===== src/rtl/mc_ctrl_pkg.sv =====
// Shared encodings for the multicycle controller: state codes, opcodes,
// datapath select encodings and the bundle of Moore control outputs.
package mc_ctrl_pkg;

  typedef enum logic [3:0] {
    S_IDLE    = 4'd0,
    S_FETCH   = 4'd1,
    S_DECODE  = 4'd2,
    S_MEMADR  = 4'd3,
    S_MEMRD   = 4'd4,
    S_MEMWB   = 4'd5,
    S_MEMWR   = 4'd6,
    S_EXECUTE = 4'd7,
    S_ALUWB   = 4'd8,
    S_BRANCH  = 4'd9,
    S_JUMP    = 4'd10
  } state_e;

  localparam logic [5:0] OP_RTYPE = 6'h00;
  localparam logic [5:0] OP_J     = 6'h02;
  localparam logic [5:0] OP_BEQ   = 6'h04;
  localparam logic [5:0] OP_LW    = 6'h23;
  localparam logic [5:0] OP_SW    = 6'h2B;

  typedef enum logic [1:0] {
    ALU_ADD   = 2'd0,
    ALU_SUB   = 2'd1,
    ALU_FUNCT = 2'd2
  } alu_op_e;

  typedef enum logic [1:0] {
    SRCB_REG     = 2'd0,
    SRCB_FOUR    = 2'd1,
    SRCB_IMM     = 2'd2,
    SRCB_IMM_SH2 = 2'd3
  } alu_src_b_e;

  typedef enum logic [1:0] {
    PCSRC_ALU    = 2'd0,
    PCSRC_ALUOUT = 2'd1,
    PCSRC_JUMP   = 2'd2
  } pc_source_e;

  // Outputs that depend on state only; IRWrite and the fetch PC update are
  // gated with MemReady separately in the top.
  typedef struct packed {
    logic       pc_write;
    logic       pc_write_cond;
    logic       ior_d;
    logic       mem_read;
    logic       mem_write;
    logic       mem_to_reg;
    logic       alu_src_a;
    logic       reg_write;
    logic       reg_dst;
    pc_source_e pc_source;
    alu_op_e    alu_op;
    alu_src_b_e alu_src_b;
  } ctrl_t;

  function automatic logic is_mem_op(input logic [5:0] op);
    return (op == OP_LW) || (op == OP_SW);
  endfunction

endpackage


===== src/rtl/mc_next_state.sv =====
// Combinational next-state logic for the multicycle controller, including
// detection of opcodes the controller does not support.
module mc_next_state
  import mc_ctrl_pkg::*;
(
  input  logic [3:0] state,
  input  logic [5:0] op,
  input  logic       mem_ready,
  output state_e     next_state,
  output logic       illegal_op
);

  always_comb begin
    next_state = S_IDLE;
    illegal_op = 1'b0;
    case (state_e'(state))
      S_IDLE:    next_state = S_FETCH;
      S_FETCH:   next_state = mem_ready ? S_DECODE : S_FETCH;
      S_DECODE: begin
        if (is_mem_op(op)) begin
          next_state = S_MEMADR;
        end else begin
          case (op)
            OP_RTYPE: next_state = S_EXECUTE;
            OP_BEQ:   next_state = S_BRANCH;
            OP_J:     next_state = S_JUMP;
            default: begin
              next_state = S_FETCH;
              illegal_op = 1'b1;
            end
          endcase
        end
      end
      S_MEMADR:  next_state = (op == OP_LW) ? S_MEMRD : S_MEMWR;
      S_MEMRD:   next_state = mem_ready ? S_MEMWB : S_MEMRD;
      S_MEMWB:   next_state = S_FETCH;
      S_MEMWR:   next_state = mem_ready ? S_FETCH : S_MEMWR;
      S_EXECUTE: next_state = S_ALUWB;
      S_ALUWB:   next_state = S_FETCH;
      S_BRANCH:  next_state = S_FETCH;
      S_JUMP:    next_state = S_FETCH;
      // Unused encodings recover through IDLE.
      default:   next_state = S_IDLE;
    endcase
  end

endmodule


===== src/rtl/multicycle_control.sv =====
// Multicycle datapath controller: state register, sticky illegal-opcode flag
// and registered Moore output decode.
module multicycle_control
  import mc_ctrl_pkg::*;
(
  input  logic       Clk,
  input  logic       Reset,
  input  logic [5:0] Op,
  input  logic       MemReady,
  output logic       PCWrite,
  output logic       PCWriteCond,
  output logic       IorD,
  output logic       MemRead,
  output logic       MemWrite,
  output logic       MemtoReg,
  output logic       IRWrite,
  output logic       ALUSrcA,
  output logic       RegWrite,
  output logic       RegDst,
  output logic [1:0] PCSource,
  output logic [1:0] ALUOp,
  output logic [1:0] ALUSrcB,
  output logic [3:0] State,
  output logic       Illegal
);

  state_e state_q, state_d;
  logic   illegal_q, illegal_d;
  ctrl_t  ctrl_q, ctrl_d;
  logic   illegal_op;
  logic   fetch_done;

  mc_next_state u_next_state (
    .state      (state_q),
    .op         (Op),
    .mem_ready  (MemReady),
    .next_state (state_d),
    .illegal_op (illegal_op)
  );

  assign illegal_d = illegal_q | illegal_op;

  // Outputs are decoded from the state being entered so the registered copy
  // lines up with state_q in the same cycle.
  always_comb begin
    ctrl_d = '0;
    case (state_d)
      S_FETCH: begin
        ctrl_d.mem_read  = 1'b1;
        ctrl_d.alu_src_b = SRCB_FOUR;
      end
      S_DECODE: begin
        ctrl_d.alu_src_b = SRCB_IMM_SH2;
      end
      S_MEMADR: begin
        ctrl_d.alu_src_a = 1'b1;
        ctrl_d.alu_src_b = SRCB_IMM;
      end
      S_MEMRD: begin
        ctrl_d.mem_read = 1'b1;
        ctrl_d.ior_d    = 1'b1;
      end
      S_MEMWB: begin
        ctrl_d.reg_write  = 1'b1;
        ctrl_d.mem_to_reg = 1'b1;
      end
      S_MEMWR: begin
        ctrl_d.mem_write = 1'b1;
        ctrl_d.ior_d     = 1'b1;
      end
      S_EXECUTE: begin
        ctrl_d.alu_src_a = 1'b1;
        ctrl_d.alu_src_b = SRCB_REG;
        ctrl_d.alu_op    = ALU_FUNCT;
      end
      S_ALUWB: begin
        ctrl_d.reg_write = 1'b1;
        ctrl_d.reg_dst   = 1'b1;
      end
      S_BRANCH: begin
        ctrl_d.alu_src_a     = 1'b1;
        ctrl_d.alu_src_b     = SRCB_REG;
        ctrl_d.alu_op        = ALU_SUB;
        ctrl_d.pc_write_cond = 1'b1;
        ctrl_d.pc_source     = PCSRC_ALUOUT;
      end
      S_JUMP: begin
        ctrl_d.pc_write  = 1'b1;
        ctrl_d.pc_source = PCSRC_JUMP;
      end
      default: ctrl_d = '0;
    endcase
  end

  always_ff @(posedge Clk or posedge Reset) begin
    if (Reset) begin
      state_q   <= S_IDLE;
      illegal_q <= 1'b0;
      ctrl_q    <= '0;
    end else begin
      state_q   <= state_d;
      illegal_q <= illegal_d;
      ctrl_q    <= ctrl_d;
    end
  end

  // Instruction register and PC latch only in the cycle the fetch completes.
  assign fetch_done = (state_q == S_FETCH) && MemReady;

  assign PCWrite     = ctrl_q.pc_write | fetch_done;
  assign IRWrite     = fetch_done;
  assign PCWriteCond = ctrl_q.pc_write_cond;
  assign IorD        = ctrl_q.ior_d;
  assign MemRead     = ctrl_q.mem_read;
  assign MemWrite    = ctrl_q.mem_write;
  assign MemtoReg    = ctrl_q.mem_to_reg;
  assign ALUSrcA     = ctrl_q.alu_src_a;
  assign RegWrite    = ctrl_q.reg_write;
  assign RegDst      = ctrl_q.reg_dst;
  assign PCSource    = ctrl_q.pc_source;
  assign ALUOp       = ctrl_q.alu_op;
  assign ALUSrcB     = ctrl_q.alu_src_b;
  assign State       = state_q;
  assign Illegal     = illegal_q;

endmodule


===== config.mk =====
export PLATFORM = sky130hd
export DESIGN_NAME = multicycle_control
export DESIGN_NICKNAME = d
export VERILOG_FILES = /design/src/rtl/mc_ctrl_pkg.sv /design/src/rtl/mc_next_state.sv /design/src/rtl/multicycle_control.sv
export SDC_FILE = /design/constraint.sdc
export NUM_CORES = 1
export LEC_CHECK = 0
export CAP_MARGIN = 20
export CORE_ASPECT_RATIO = 1.25
export CORE_MARGIN = 5
export CORE_UTILIZATION = 30
export CTS_CLUSTER_SIZE = 24
export DETAILED_ROUTE_END_ITERATION = 10
export MAX_ROUTING_LAYER = met4
export PLACE_DENSITY = 0.68
export SLEW_MARGIN = 30
export SYNTH_ARGS = -nofsm -noshare
export SYNTH_HDL_FRONTEND = slang
export SYNTH_SLANG_ARGS = --single-unit
export TNS_END_PERCENT = 10

===== constraint.sdc =====
create_clock -name Clk -period 1.97 [get_ports Clk]
set_clock_uncertainty 0.1 [all_clocks]
set_input_delay 0.394 -clock Clk [delete_from_list [all_inputs] [get_ports Clk]]
set_output_delay 0.394 -clock Clk [all_outputs]
set_load 0.01 [all_outputs]

After elaboration in Yosys (flattened, before gate mapping). Cells that the tools add are included.

Equality and inequality tests: 24. Multiplexer cells: 22. Bitwise operators: 2. Reductions and logical operators: 10.

Operator list (count): 4-bit by 3-bit == test with 1-bit output (second input constant) (8); 4-bit one-hot mux with 7 select lines (1); 4-bit == test (second input constant) (6); 4-bit by 2-bit == test with 1-bit output (second input constant) (4); 1-bit 2-to-1 mux (13); 6-bit == test (second input constant) (2); 4-bit one-hot mux with 3 select lines (1); 4-bit by 1-bit == test with 1-bit output (second input constant) (2); 2-bit one-hot mux with 2 select lines (2); 6-bit by 2-bit == test with 1-bit output (second input constant) (1); 6-bit by 3-bit == test with 1-bit output (second input constant) (1); 6-bit logical NOT (1); 2-bit one-hot mux with 3 select lines (1); 2-bit OR reduction (3); 3-bit OR reduction (2); 5-bit OR reduction (1); 4-bit logical NOT (1); 2-bit 2-to-1 mux (2); 4-bit 2-to-1 mux (1); 3-bit 2-to-1 mux (1); 1-bit OR (2); 1-bit logical AND (1); 1-bit logical OR (1).

Register bits: 20. Input port bits: 9. Output and inout bits: 21. Logic and storage cells: 72.

Logic depth before layout (Yosys ltp).
Depth after elaboration: 7. Gate-level depth with buffers: 6. Mapped depth without buffers: 5.

Modules after synthesis. From an unflattened synthesis, not the netlist that was laid out.

Cells, all modules: 97. Area, all modules: 974.7 um^2.

Modules (own cells, without submodules): multicycle_control (instances 1, cells each 58, area each 705.7 um^2, seq. area each 475.5 um^2); mc_next_state (instances 1, cells each 39, area each 269.0 um^2, seq. area each 0.0 um^2).

Worst setup path after synthesis. Ideal clock, no wire load.

Path kind: register -> register. Start point: reg state_q[3] (netlist: State[3]). End point: reg ctrl_q, in the netlist ALUSrcA. Setup time: 0.124 ns. Arrival: 1.816 ns. Data required time: 1.746 ns. Slack: -0.070 ns. Cell stages (with the launch flop): 7. Buffers on the path: 1. Clock period less this slack: 2.040 ns. Cells stage by stage: dfrtp_1 > buf_6 > nand2b_4 > or3_4 > o41ai_4 > nor3b_2 > a211o_1.

RTL lines: start: declaration (line multicycle_control.sv:27) `state_e state_q, state_d;`; start signal: assignment (line multicycle_control.sv:101) `state_q <= state_d;`; end signal: assignment (line multicycle_control.sv:103) `ctrl_q <= ctrl_d;`; end: declaration (line multicycle_control.sv:29) `ctrl_t ctrl_q, ctrl_d;`.

==> qor.csv <==
metric,value,unit
measured slew at the worst slew-check pin,0.381,ns
kind of start point of the critical path,register,
Mapped Cells,90,
final setup fails,1,
Mapped Area,973,sq um
Hold Slack,0.354,ns
hpwl dp,1840,um
Area growth syn-to-layout,59.8,%
Placement Setup Slack,-0.357,ns
crit path time final,1.99,ns
Main synth FF type,dfrtp_1,
Post-Place Cell Area,1380,sq um
routing usage on met3,3.34,%
Max-Cap Viols,0,
Synth warnings,0,
asr flop ratio synth,100,%
total global-route track usage,11.6,%
number of synthesized flops with an enable pin,0,
router iterations before antenna repair,4,
share of the synthesized area in the top cell type,46.3,%
CP max FO,4,
clock root cell,clkbuf_8,
number of fillers in the final layout,294,
Via Count,808,
Top Ports,30,
Routed WL,2440,um
Synth cell types,37,
H-tree depth,1,
Crit. Startpoint,State[2],
worst reg2reg path startpoint,State[2],
RD Place Congestion,0.779,
violations in the final reports,negative setup slack,
Routed Antenna Nets,0,
DRC,0,
Slew headroom,74.5,%
largest net degree at the start of global routing,19,
fraction of the yosys area taken by sequential cells,46.3,%
initial antenna violation count,0,
Setup Total Neg Slack,-0.0190,ns
fmax,503,MHz
Clock Path Buffers,2,
reg2reg end,ALUSrcA,
gr busiest metal,met2,
DRT iter0 DRCs,12,
worst hold-check path type,primary input to async pin,
Peak supply drop,0.834,mV
first-pass GRT wire length,3780,um
# port buffers,29,
Pwr Density,1190,nW/um^2
CTS Hold Bufs,0,
RSZ-0062 raised after global routing,true,
Antenna diodes,0,
finished layout cell area,1560,sq um
final hold violations,0,
Pleak,0.000749,uW
layout cells sized above 1,35.5,%
clock sinks,18,
Post-Syn Nets,99,
CTS tree,yes,
Die Span X,61.0,um
Final Net Count,148,
Avg Inst Size Synth,10.8,sq um
Vias per Instance,4.62,
effective utilization at floorplan,30.8,%
std cell rows,23,
GRT Residual Overflow,0,
worst setup slack after layout,-0.0190,ns
worst path arrival time,2.02,ns
Post-Layout Cell Count,175,
Synth top cells by count,"dfrtp_1 (18), nor2_1 (8), inv_1 (7)",
count of state elements after synthesis,18,
"Req. time, crit path",2.00,ns
Clock transition at path regs,0.06,ns
Max Slew Vio Count,0,
met1 Track Usage GR,13.0,%
number of global-route vias before repair,834,
clk_lat worst skew,0.25,ns
Placed Cells incl. Taps,165,
most common cell in the netlist,dfrtp_1,
period utilization,101,%
cells on worst reg2reg path,6,
die area,4490,sq um
M2 GR Usage,19.6,%
"setup slack, reg-to-reg",-0.02,ns
WL per Instance,13.9,um
Core Region,3170,sq um
outcome,"complete, but fails checks",
most area-consuming cells after synthesis,"dfrtp_1 (46%), buf_4 (4.6%), nor2_1 (3.1%), o32ai_4 (2.8%), o41ai_4 (2.8%)",
TritonCTS buffer count,3,
WS Path Type,register to register,
top cell type by total area after synthesis,dfrtp_1,
die span in y,73.7,um
endpoint class of the critical path,register,
==> kinds of logic (layout without fill, tap and decap cells) <==
group	count (synthesis)	in the layout	synth area share (%)
simple gates	37	37	24.7
flops	18	18	46.3
xor+xnor	1	1	0.900
compound gates	17	17	17.5
buf+inv	17	65	10.7
==> per-stage QoR <==
stage	total power, uW	utilization, %
final	1850	49.1
after global routing	1980	49.1
after CTS	1780	46.8
after detailed placement	1430	43.4
after global placement	1410	43.4
after floorplan	1030	-
==> worst max path at each step <==
| stage | cells past startpoint | endpoint | slack [ns] |
|---|---|---|---|
| 2_1_floorplan | 6 | ALUSrcA | -0.07 |
| 3_3_place_gp | 5 | PCWrite | -0.35 |
| 3_5_place_dp | 5 | PCWrite | -0.36 |
| 4_1_cts | 8 | MemRead | 0.02 |
| 5_1_grt | 6 | ALUSrcA | -0.04 |
| 6_report | 6 | ALUSrcA | -0.02 |
==> per-layer routing <==
metal / part of all wire [%] / vias up / wire [um]
met5: 0 / - / 0
met4: 1.2 / 0 / 29
met3: 5.5 / 2 / 134
met2: 54 / 24 / 1320
met1: 39 / 376 / 954
li1: - / 406 / -
==> state kept, by name (all words and copies together) (netlist names) <==
signal       flops
ALUSrcA          1
MemRead          1
ALUSrcB          2
ALUOp            1
PCSource         1
RegWrite         1
MemWrite         1
Illegal          1
ctrl_q           1
PCWriteCond      1
MemtoReg         1
IorD             1
State            4
RegDst           1
==> cell type report <==
type	count	area [sq um]	share of cell area (%)
Sequential cell	18	452	29.0
Inverter	7	26.3	1.69
Tap cell	37	46.3	2.98
Timing Repair Buffer	54	492	31.6
Clock buffer	4	55.1	3.54
Multi-Input combinational cell	55	484	31.1
==> critical path, cell delays in order (launching register included) <==
cell	delay [ns]
dfrtp_1	0.43
buf_6	0.14
or3_4	0.39
o41ai_4	0.33
buf_4	0.18
nor3b_4	0.04
a211o_1	0.27
==> layout by cell type (no fill, tap or decap), types with 2 or more instances in the layout <==
| master | synthesis | layout |
|---|---|---|
| and3_1 | 4 | 3 |
| buf_4 | 6 | 22 |
| buf_6 | 2 | 3 |
| clkbuf_8 | 0 | 4 |
| clkdlybuf4s50_1 | 0 | 22 |
| dfrtp_1 | 18 | 17 |
| dlygate4sd2_1 | 0 | 3 |
| dlymetal6s2s_1 | 0 | 2 |
| inv_1 | 7 | 7 |
| nand2_1 | 4 | 4 |
| nand3_1 | 2 | 2 |
| nand4b_1 | 2 | 2 |
| nor2_1 | 8 | 7 |
| nor3b_1 | 2 | 2 |
| o21ai_0 | 2 | 2 |
| o21ai_1 | 2 | 2 |
| o41ai_4 | 1 | 2 |
| or3_4 | 2 | 2 |
==> power breakdown <==
part | leakage, uW | switching (uW) | internal, uW
registers | 0.000234 | 57.7 | 460
clock network | 0.0000288 | 112 | 177
logic | 0.000486 | 481 | 560
==> what timing repair did <==
action,in CTS,in global routing
endpoints found under the hold margin,0,0
gates cloned,0,0
resized for setup,14,11
pin swaps,8,3
endpoints found under the setup margin,9,5
setup buffers,3,3
Power figures use the tool's default switching activity.
